<file path="config.mk">
export PLATFORM = sky130hd
export DESIGN_NAME = argmax_select
export DESIGN_NICKNAME = d
export VERILOG_FILES = /design/src/rtl/argmax_select.sv
export SDC_FILE = /design/constraint.sdc
export NUM_CORES = 1
export LEC_CHECK = 0
export ABC_AREA = 1
export CAP_MARGIN = 20
export CORE_MARGIN = 4
export CORE_UTILIZATION = 57
export CTS_CLUSTER_SIZE = 28
export DETAILED_ROUTE_END_ITERATION = 6
export GPL_TIMING_DRIVEN = 0
export PLACE_DENSITY = 0.86
export SYNTH_ARGS = -nofsm -noshare
export SYNTH_HDL_FRONTEND = slang
export SYNTH_SLANG_ARGS = --single-unit
</file>
<file path="constraint.sdc">
create_clock -name clock -period 44.5 [get_ports clock]
set_clock_uncertainty 0.05 [all_clocks]
set_input_delay 13.35 -clock clock [delete_from_list [all_inputs] [get_ports clock]]
set_output_delay 13.35 -clock clock [all_outputs]
set_load 0.005 [all_outputs]
</file>
<file path="src/rtl/argmax_select.sv">
// Sequential argmax over NUM_VALUES signed neuron outputs. The inputs are
// snapshotted on start, then scanned one per cycle. Ties keep the lowest index.

module argmax_lane #(
  parameter int DATA_WIDTH = 32
) (
  input  logic                  clock,
  input  logic                  reset,
  input  logic                  load,
  input  logic [DATA_WIDTH-1:0] din,
  output logic [DATA_WIDTH-1:0] dout
);
  always_ff @(posedge clock or posedge reset) begin
    if (reset)     dout <= '0;
    else if (load) dout <= din;
  end
endmodule

module argmax_select #(
  parameter int  DATA_WIDTH  = 32,
  parameter int  NUM_VALUES  = 10,
  localparam int INDEX_WIDTH = (NUM_VALUES > 1) ? $clog2(NUM_VALUES) : 1
) (
  input  logic                                   clock,
  input  logic                                   reset,
  input  logic                                   start,
  input  logic [NUM_VALUES-1:0][DATA_WIDTH-1:0]  values,
  output logic [INDEX_WIDTH-1:0]                 max_index,
  output logic signed [DATA_WIDTH-1:0]           max_value,
  output logic                                   result_valid,
  output logic                                   busy
);
  typedef enum logic [1:0] {IDLE = 2'd0, SCAN = 2'd1, DONE = 2'd2} state_t;

  localparam logic [INDEX_WIDTH-1:0] LAST    = INDEX_WIDTH'(NUM_VALUES - 1);
  localparam logic [DATA_WIDTH-1:0]  MOST_NEG = {1'b1, {(DATA_WIDTH-1){1'b0}}};

  state_t                               state;
  logic [INDEX_WIDTH-1:0]               counter;
  logic [DATA_WIDTH-1:0]                run_max;
  logic [INDEX_WIDTH-1:0]               run_idx;
  logic [NUM_VALUES-1:0][DATA_WIDTH-1:0] snap;
  logic [DATA_WIDTH-1:0]                cur;
  logic                                 load;
  logic                                 gt;

  assign load = (state == IDLE) && start;

  // Snapshot registers, one per class, loaded only on the start edge
  for (genvar i = 0; i < NUM_VALUES; i++) begin : g_lane
    argmax_lane #(.DATA_WIDTH(DATA_WIDTH)) u_lane (
      .clock (clock),
      .reset (reset),
      .load  (load),
      .din   (values[i]),
      .dout  (snap[i])
    );
  end

  // Explicit compare mux avoids indexing with a counter wider than the array
  always_comb begin
    cur = '0;
    for (int i = 0; i < NUM_VALUES; i++)
      if (counter == INDEX_WIDTH'(i)) cur = snap[i];
  end

  assign gt = $signed(cur) > $signed(run_max);

  always_ff @(posedge clock or posedge reset) begin
    if (reset) begin
      state     <= IDLE;
      counter   <= '0;
      run_max   <= '0;
      run_idx   <= '0;
      max_index <= '0;
      max_value <= '0;
    end else begin
      case (state)
        IDLE: begin
          if (start) begin
            counter <= '0;
            run_max <= MOST_NEG;
            run_idx <= '0;
            state   <= SCAN;
          end
        end
        SCAN: begin
          if (gt) begin
            run_max <= cur;
            run_idx <= counter;
          end
          if (counter == LAST) begin
            max_value <= gt ? cur : run_max;
            max_index <= gt ? counter : run_idx;
            counter   <= '0;
            state     <= DONE;
          end else begin
            counter <= counter + INDEX_WIDTH'(1);
          end
        end
        DONE: begin
          if (!start) state <= IDLE;
        end
        default: state <= IDLE;
      endcase
    end
  end

  assign busy         = (state == SCAN);
  assign result_valid = (state == DONE);
endmodule

</file>
==> results of run 1 <==
==> metrics by stage <==
stage                     power, mW  setup slack [ns]  std cells  util (%)  cell area [µm²]
after floorplan               1.287             20.03       2508         -            19010
after global placement        1.586             15.82       3310     70.83            23160
after detailed placement      1.628             28.35       3313     71.11            23250
after CTS                     2.012             28.27       3389     75.59            24720
after global routing          2.193             28.05       3395     75.64            24740
final                         2.036             28.18       3397     75.65            24740
==> worst register-to-register path: cells and delay by family, from the launching register on <==
| kind | cells | cell delay [ns] |
|---|---|---|
| AO/OA/AOI/OAI | 2 | 0.60 |
| adder cells (fa/ha/maj) | 1 | 0.29 |
| buffers and inverters | 5 | 1.01 |
| flip-flops | 1 | 0.46 |
| AND/OR/NAND/NOR | 14 | 2.38 |
==> cells in the mapped netlist <==
cell type / number
nor4_4: 1
o21ai_1: 37
dfrtp_1: 398
buf_6: 5
o32ai_1: 1
clkbuf_1: 68
or2_2: 8
o21ai_0: 172
o22ai_1: 1
nor4b_1: 1
ha_1: 32
clkbuf_2: 3
a21oi_1: 46
nand4_1: 33
nor2_1: 91
a21boi_1: 12
nand3_1: 96
or2_0: 22
o21a_1: 1
or2_1: 4
buf_2: 42
a31oi_1: 1
inv_1: 244
nor3_1: 1
nand2_1: 1163
a21o_1: 1
nand3_2: 2
nor2_2: 2
inv_2: 6
buf_4: 2
nor2_4: 3
nand2_2: 5
buf_1: 4
==> where the power goes <==
part,leakage [nW],internal [mW],switching [mW]
Sequential,4.95,0.538,0.0793
Combinational,6.86,0.350,0.696
Clock,0.731,0.226,0.147
==> registers in the layout, summed over array words and instances (netlist names) <==
name	flops
run_max	32
state	2
max_index	4
g_lane.u_lane.dout	320
counter	4
max_value	32
run_idx	4
==> final timing paths <==
path                                           from                       end  slack [ns]  depth (start not counted)
setup reg to reg                         counter[0]              max_value[7]       39.58                         22
hold / removal             g_lane[6].u_lane.dout[9]  g_lane[6].u_lane.dout[9]        0.43                          2
min in group asynchronous                     reset               run_max[27]       13.25                          2
setup / recovery                           state[0]                      busy       28.18                          5
max in group asynchronous                     reset  g_lane[7].u_lane.dout[2]       29.74                          4
hold reg to reg            g_lane[6].u_lane.dout[9]  g_lane[6].u_lane.dout[9]        0.43                          2
==> metal layers <==
layer  vias up  GRT usage, %
met3       176         6.097
li1       8545             -
met2      1063         56.42
met5         -             0
met1      8937         49.30
met4         2         16.08
==> layout make-up <==
cell class,instances,area [µm²]
clock inverter,14,198.9
inverter,250,945.9
antenna,8,20.02
clock buffer,62,1267
multi-input combinational,1736,7542
tap,442,553.0
timing repair buffer,363,3686
buffer,124,566.8
fill,2433,7961
sequential,398,9960
==> logic make-up after synthesis <==
| logic type | synth area share, % |
|---|---|
| AOI/OAI and AO/OA | 7.379 |
| buffers and inverters | 7.919 |
| and+or+nand+nor | 30.20 |
| adders and majority gates | 2.106 |
| DFF | 52.40 |
==> results.md, run 1 <==
* Synthesized area at 19010 µm²
* Area growth syn-to-layout at 30.16%
* Hold WS at 0.4257 ns
* Buffers inserted by post-CTS timing repair at 0
* Clock tree root driver cell: clkbuf_16
* F_max at 0.06127 GHz
* CTS sink count at 398
* Core Region at 32700 µm²
* CP max-delay cell: clkdlybuf4s50_1
* Crit path buffers/inverters at 4
* Grt total ovfl at 0
* Die X at 190.6 µm
* Vias in the first global route at 18458
* Syn Area/Cell at ~7.6 µm²
* Top Family by Delay on Critical Path: buffers and inverters
* Initial antenna violation count at 7
* Crit path kind: flip-flop to output pin
* Run status: complete, no violations
* CP Capture Type: output pin
* Final setup violation count at 0
* CP Launch Type: flip-flop
* First-pass GRT wire length at 100500 µm
* Commonest non-fill, non-tap cell in the layout: nand2_1
* Via/cell ratio at about 5.5
* Cell count after synthesis at 2508
* CTS tree: done
* Hold crit path type: flip-flop to flip-flop
* PortBufs at 360
* Clock latency on the worst-skew pair at 0.55 ns
* Initial core utilization at 58.12%
* Hold_buf cts at 0
* Worst-margin pin slew at between 0.8 and 0.9 ns
* LEAKAGE at 12.54 nW
* Max Cap Viol at 0
* Gr usage total at 35.82%
* Largest cells by area after synthesis: dfrtp_1 52%, nand2_1 23%, inv_1 4.8%
* IO Count at between 300 and 400
* Crit path max fanout at 10
* Final Max Tran Viols at 0
* Clk pin slew, worst setup/hold paths at 0.06 ns
* Max incr delay on CP at 0.63 ns
* WP data required at ~31 ns
* Top cell type's share of synthesized area at 52.40%
* Crit-path cells: inv_1, nor2_1, clkbuf_1, buf_1, clkdlybuf4s50_1
* Final period utilization at 36.68%
* Post-CTS Resized at 0
* Drt first pass iters at 5
* Antenna-violating nets left at 0
* Detailed Route WL at 65820 µm
* Core Rows at 66
* Most frequent cells in the layout: 1163 x nand2_1, 398 x dfrtp_1, 360 x clkdlybuf4s50_1
* Syn_nets at 2863
* RSZ-0062 raised after global routing: no
* Met2 wire len at approximately 30000 µm
* CP arrival at 2.92 ns
* Hpwl dp at 49970 µm
* Vias at 18723
* Layout Nets at 3270
* Max Buffers Root-to-Sink at 3
* Top layer in use: met5
* Die Y at 190.6 µm
* H-tree depth at 2
* Wl on met1 at 26050 µm
* Yosys warnings at 0
* Setup TNS at 0 ns
* Pwr/cell area at 82.29 nW/µm²
* Post-synth top area cell: dfrtp_1
* Post-synthesis register bit count at between 300 and 400
* Cell variety after synth at 33
* Post-route DRC at 0
* Register area share after synthesis at between 50% and 60%
* Pin count of the biggest net entering global routing at about 120
* Die Area at about 36000 µm²
* Total CTS buffers at 42
* Fin. Hold Viols at 0
* Layout cells sized above 1 at 5.158%
* Routed length on met3 at ~6200 µm
* Minimum clock period at between 15 and 20 ns
* Slew margin rel. at around 43%
* Peak supply drop at 0.05907 mV
* GPL Wtd Cong at roughly 1
* Routed WL per cell at about 19 µm
* Number of DRC markers in iteration 0 at 2158
No activity file was read; power rests on OpenSTA's default activity.
==> run 2: changes to the inputs <==
- CORE_UTILIZATION: 57 -> 53
- PLACE_DENSITY: 0.86 -> 0.81
- clock period: 44.5 -> 16.25 ns (I/O delays scaled with it)
==> results.md, run 2 (synthesis gave the netlist of run 1 again) <==
* Run status: complete, no violations
* Post-CTS Resized at 0 (unchanged)
* Most frequent cells in the layout: 1163 x nand2_1, 398 x dfrtp_1, 360 x clkdlybuf4s50_1
* Gr usage total at 32.92% (-2.9 points)
* Crit path buffers/inverters at 3 (-1)
* Reg2reg end: max_value[2]
* Placed inst area at 23280 µm² (+0.10%)
* Buffers inserted by post-CTS timing repair at 0 (unchanged)
* Post-Layout Cell Count at 3407 (+0.29%)
* Critical Path Start: state[1]
* Final Max Tran Viols at 0 (unchanged)
* Hold WS at 0.4261 ns (+0.0003980 ns)
* Number of DRC markers in iteration 0 at 1931 (-11%)
* Worst-margin pin slew at 0.8714 ns (+0.01217 ns)
* Grt total ovfl at 0 (unchanged)
* Core Rows at 69 (+4.5%)
* Final setup margin at 8.508 ns (-19.67 ns)
* Commonest non-fill, non-tap cell in the layout: nand2_1
* Overall Power at 5.516 mW (+170%)
* CP arrival at 2.82 ns (-0.10 ns)
* RSZ-0062 raised after global routing: no
* First-pass GRT wire length at 99440 µm (-1.1%)
* Final Cell Area at 24670 µm² (-0.30%)
* Hpwl dp at 50360 µm (+0.78%)
* Total CTS buffers at 42 (unchanged)
* H-tree depth at 2 (unchanged)
* Max reg flops at 320 (unchanged)
* Worst Reg2Reg Path Length in Cells at 22 (unchanged)
* Worst hold endpoint: g_lane[6].u_lane.dout[7]
* Post-route DRC at 0 (unchanged)
* HP Start: g_lane[6].u_lane.dout[7]
* Max incr delay on CP at 0.61 ns (-0.02 ns)
* Drt first pass iters at 6 (+1)
* Biggest register: g_lane.u_lane.dout
* CTS tree: done
* Top Family by Delay on Critical Path: buffers and inverters
* Area growth syn-to-layout at 29.77%
* Placed cells at 3332 (+0.57%)
* Initial core utilization at 53.57% (-4.6 points)
* Clk pin slew, worst setup/hold paths at 0.07 ns (about the same)
* Final setup violation count at 0 (unchanged)
* LEAKAGE at 12.50 nW (-0.35%)
* Top layer in use: met4
* Initial antenna violation count at 3 (-4)
* IO Count at 361 (unchanged)
* CP Capture Type: output pin
* Largest regs: g_lane.u_lane.dout (320), max_value (32), run_max (32)
* CP max-delay cell: clkdlybuf4s50_1
* Layout cells sized above 1 at 5.063% (-0.095 points)
* Fillers at 2911 (+20%)
* Final period utilization at 47.64%
* Met2 wire len at 29990 µm (-0.90%)
* Crit path max fanout at 10 (unchanged)
* Clock tree root driver cell: clkbuf_16
* Hold_buf cts at 0 (unchanged)
* Peak supply drop at 0.1665 mV (+180%)
* Minimum clock period at 7.742 ns
* Pin count of the biggest net entering global routing at 129 (+4.9%)
* Max Buffers Root-to-Sink at 3 (unchanged)
* Pwr/cell area at 223.6 nW/µm² (+170%)
* F_max at 0.1292 GHz
* R2R setup slack at 11.09 ns (-28.49 ns)
* Core Region at 35480 µm² (+8.5%)
* Origin of the critical flop-to-flop path: counter[0]
* Crit-path cells: nor2_1, clkbuf_1, buf_1, clkdlybuf4s50_1
* Max Cap Viol at 0 (unchanged)
* Fin. Hold Viols at 0 (unchanged)
* Die Area at 38960 µm² (+7.2%)
* Detailed Route WL at 65510 µm (-0.47%)
* CP Launch Type: flip-flop
* Vias in the first global route at 17897 (-3.0%)
* Vias at 18523 (-1.1%)
* Wl on met1 at 26510 µm (+1.8%)
* Via/cell ratio at 5.437 (-1.4%)
* Crit path kind: flip-flop to output pin
* Clock latency on the worst-skew pair at 0.54 ns (about the same)
* Antenna-violating nets left at 0 (unchanged)
* WP data required at 11.32 ns (-19.78 ns)
* Hold crit path type: flip-flop to flip-flop
* Routed WL per cell at 19.23 µm (-0.76%)
* Die X at 197.4 µm (+3.6%)
* GPL Wtd Cong at 0.9578 (-4.1%)
* Routed length on met3 at 6471 µm (+3.7%)
* Hold Crit Depth at 2 (unchanged)
* PortBufs at 360 (unchanged)
* CTS sink count at 398 (unchanged)
* Slew margin rel. at 41.91% (-0.81 points)
* Layout Nets at 3270 (unchanged)
* Place WS at 8.528 ns (-19.82 ns)
* Die Y at 197.4 µm (+3.6%)
## run 2: cell types whose count changed in the layout (fill, tap and decap cells not counted), sizes merged
cell      previous run  this run
clkbuf             133       127
clkinv               8        10
clkinvlp             0         1
bufinv               5         4
diode                8         3
## run 2: worst max-delay path by stage
stage / to / slack [ns] / cells past startpoint
after CTS: busy / 8.57 / 4
after detailed placement: g_lane[5].u_lane.dout[30] / 8.53 / 8
final: busy / 8.51 / 4
after global placement: g_lane[1].u_lane.dout[3] / -4.27 / 2
after global routing: busy / 8.40 / 5
after floorplan: counter[0] / 0.26 / 1
## run 2: cell type report
cell class | instances | area, µm² | share of cell area [%]
sequential | 398 | 9960 | 40.38
multi-input combinational | 1736 | 7542 | 30.58
timing repair buffer | 363 | 3686 | 14.94
clock buffer | 56 | 1195 | 4.844
inverter | 250 | 945.9 | 3.835
tap | 461 | 576.8 | 2.338
buffer | 124 | 566.8 | 2.298
clock inverter | 16 | 186.4 | 0.7558
antenna | 3 | 7.507 | 0.03044
## run 2: power by group
group          switching (mW)  leakage (nW)  internal, mW
Clock                   0.401         0.688         0.578
Combinational            1.89          6.86         0.959
Sequential              0.212          4.95          1.47
Total                    2.51          12.5          3.01
## run 2: stage by stage
stage          util (%)  TNS [ns]
6_report          69.52         0
5_1_grt           69.52         0
4_1_cts           69.49         0
3_5_place_dp      65.60         0
3_3_place_gp      65.35  -1680.34
2_1_floorplan         -         0
## run 2: worst min-delay path, stage by stage (launching register included)
cell	delay, ns
dfrtp_1	0.34
nand2_1	0.05
nand2_1	0.05
## run 2: metal layers
layer  up-vias  global-route usage [%]
met2      1041                   52.67
li1       8546                       -
met1      8806                   46.26
met4         0                   11.17
met5         -                       0
met3       130                   5.339
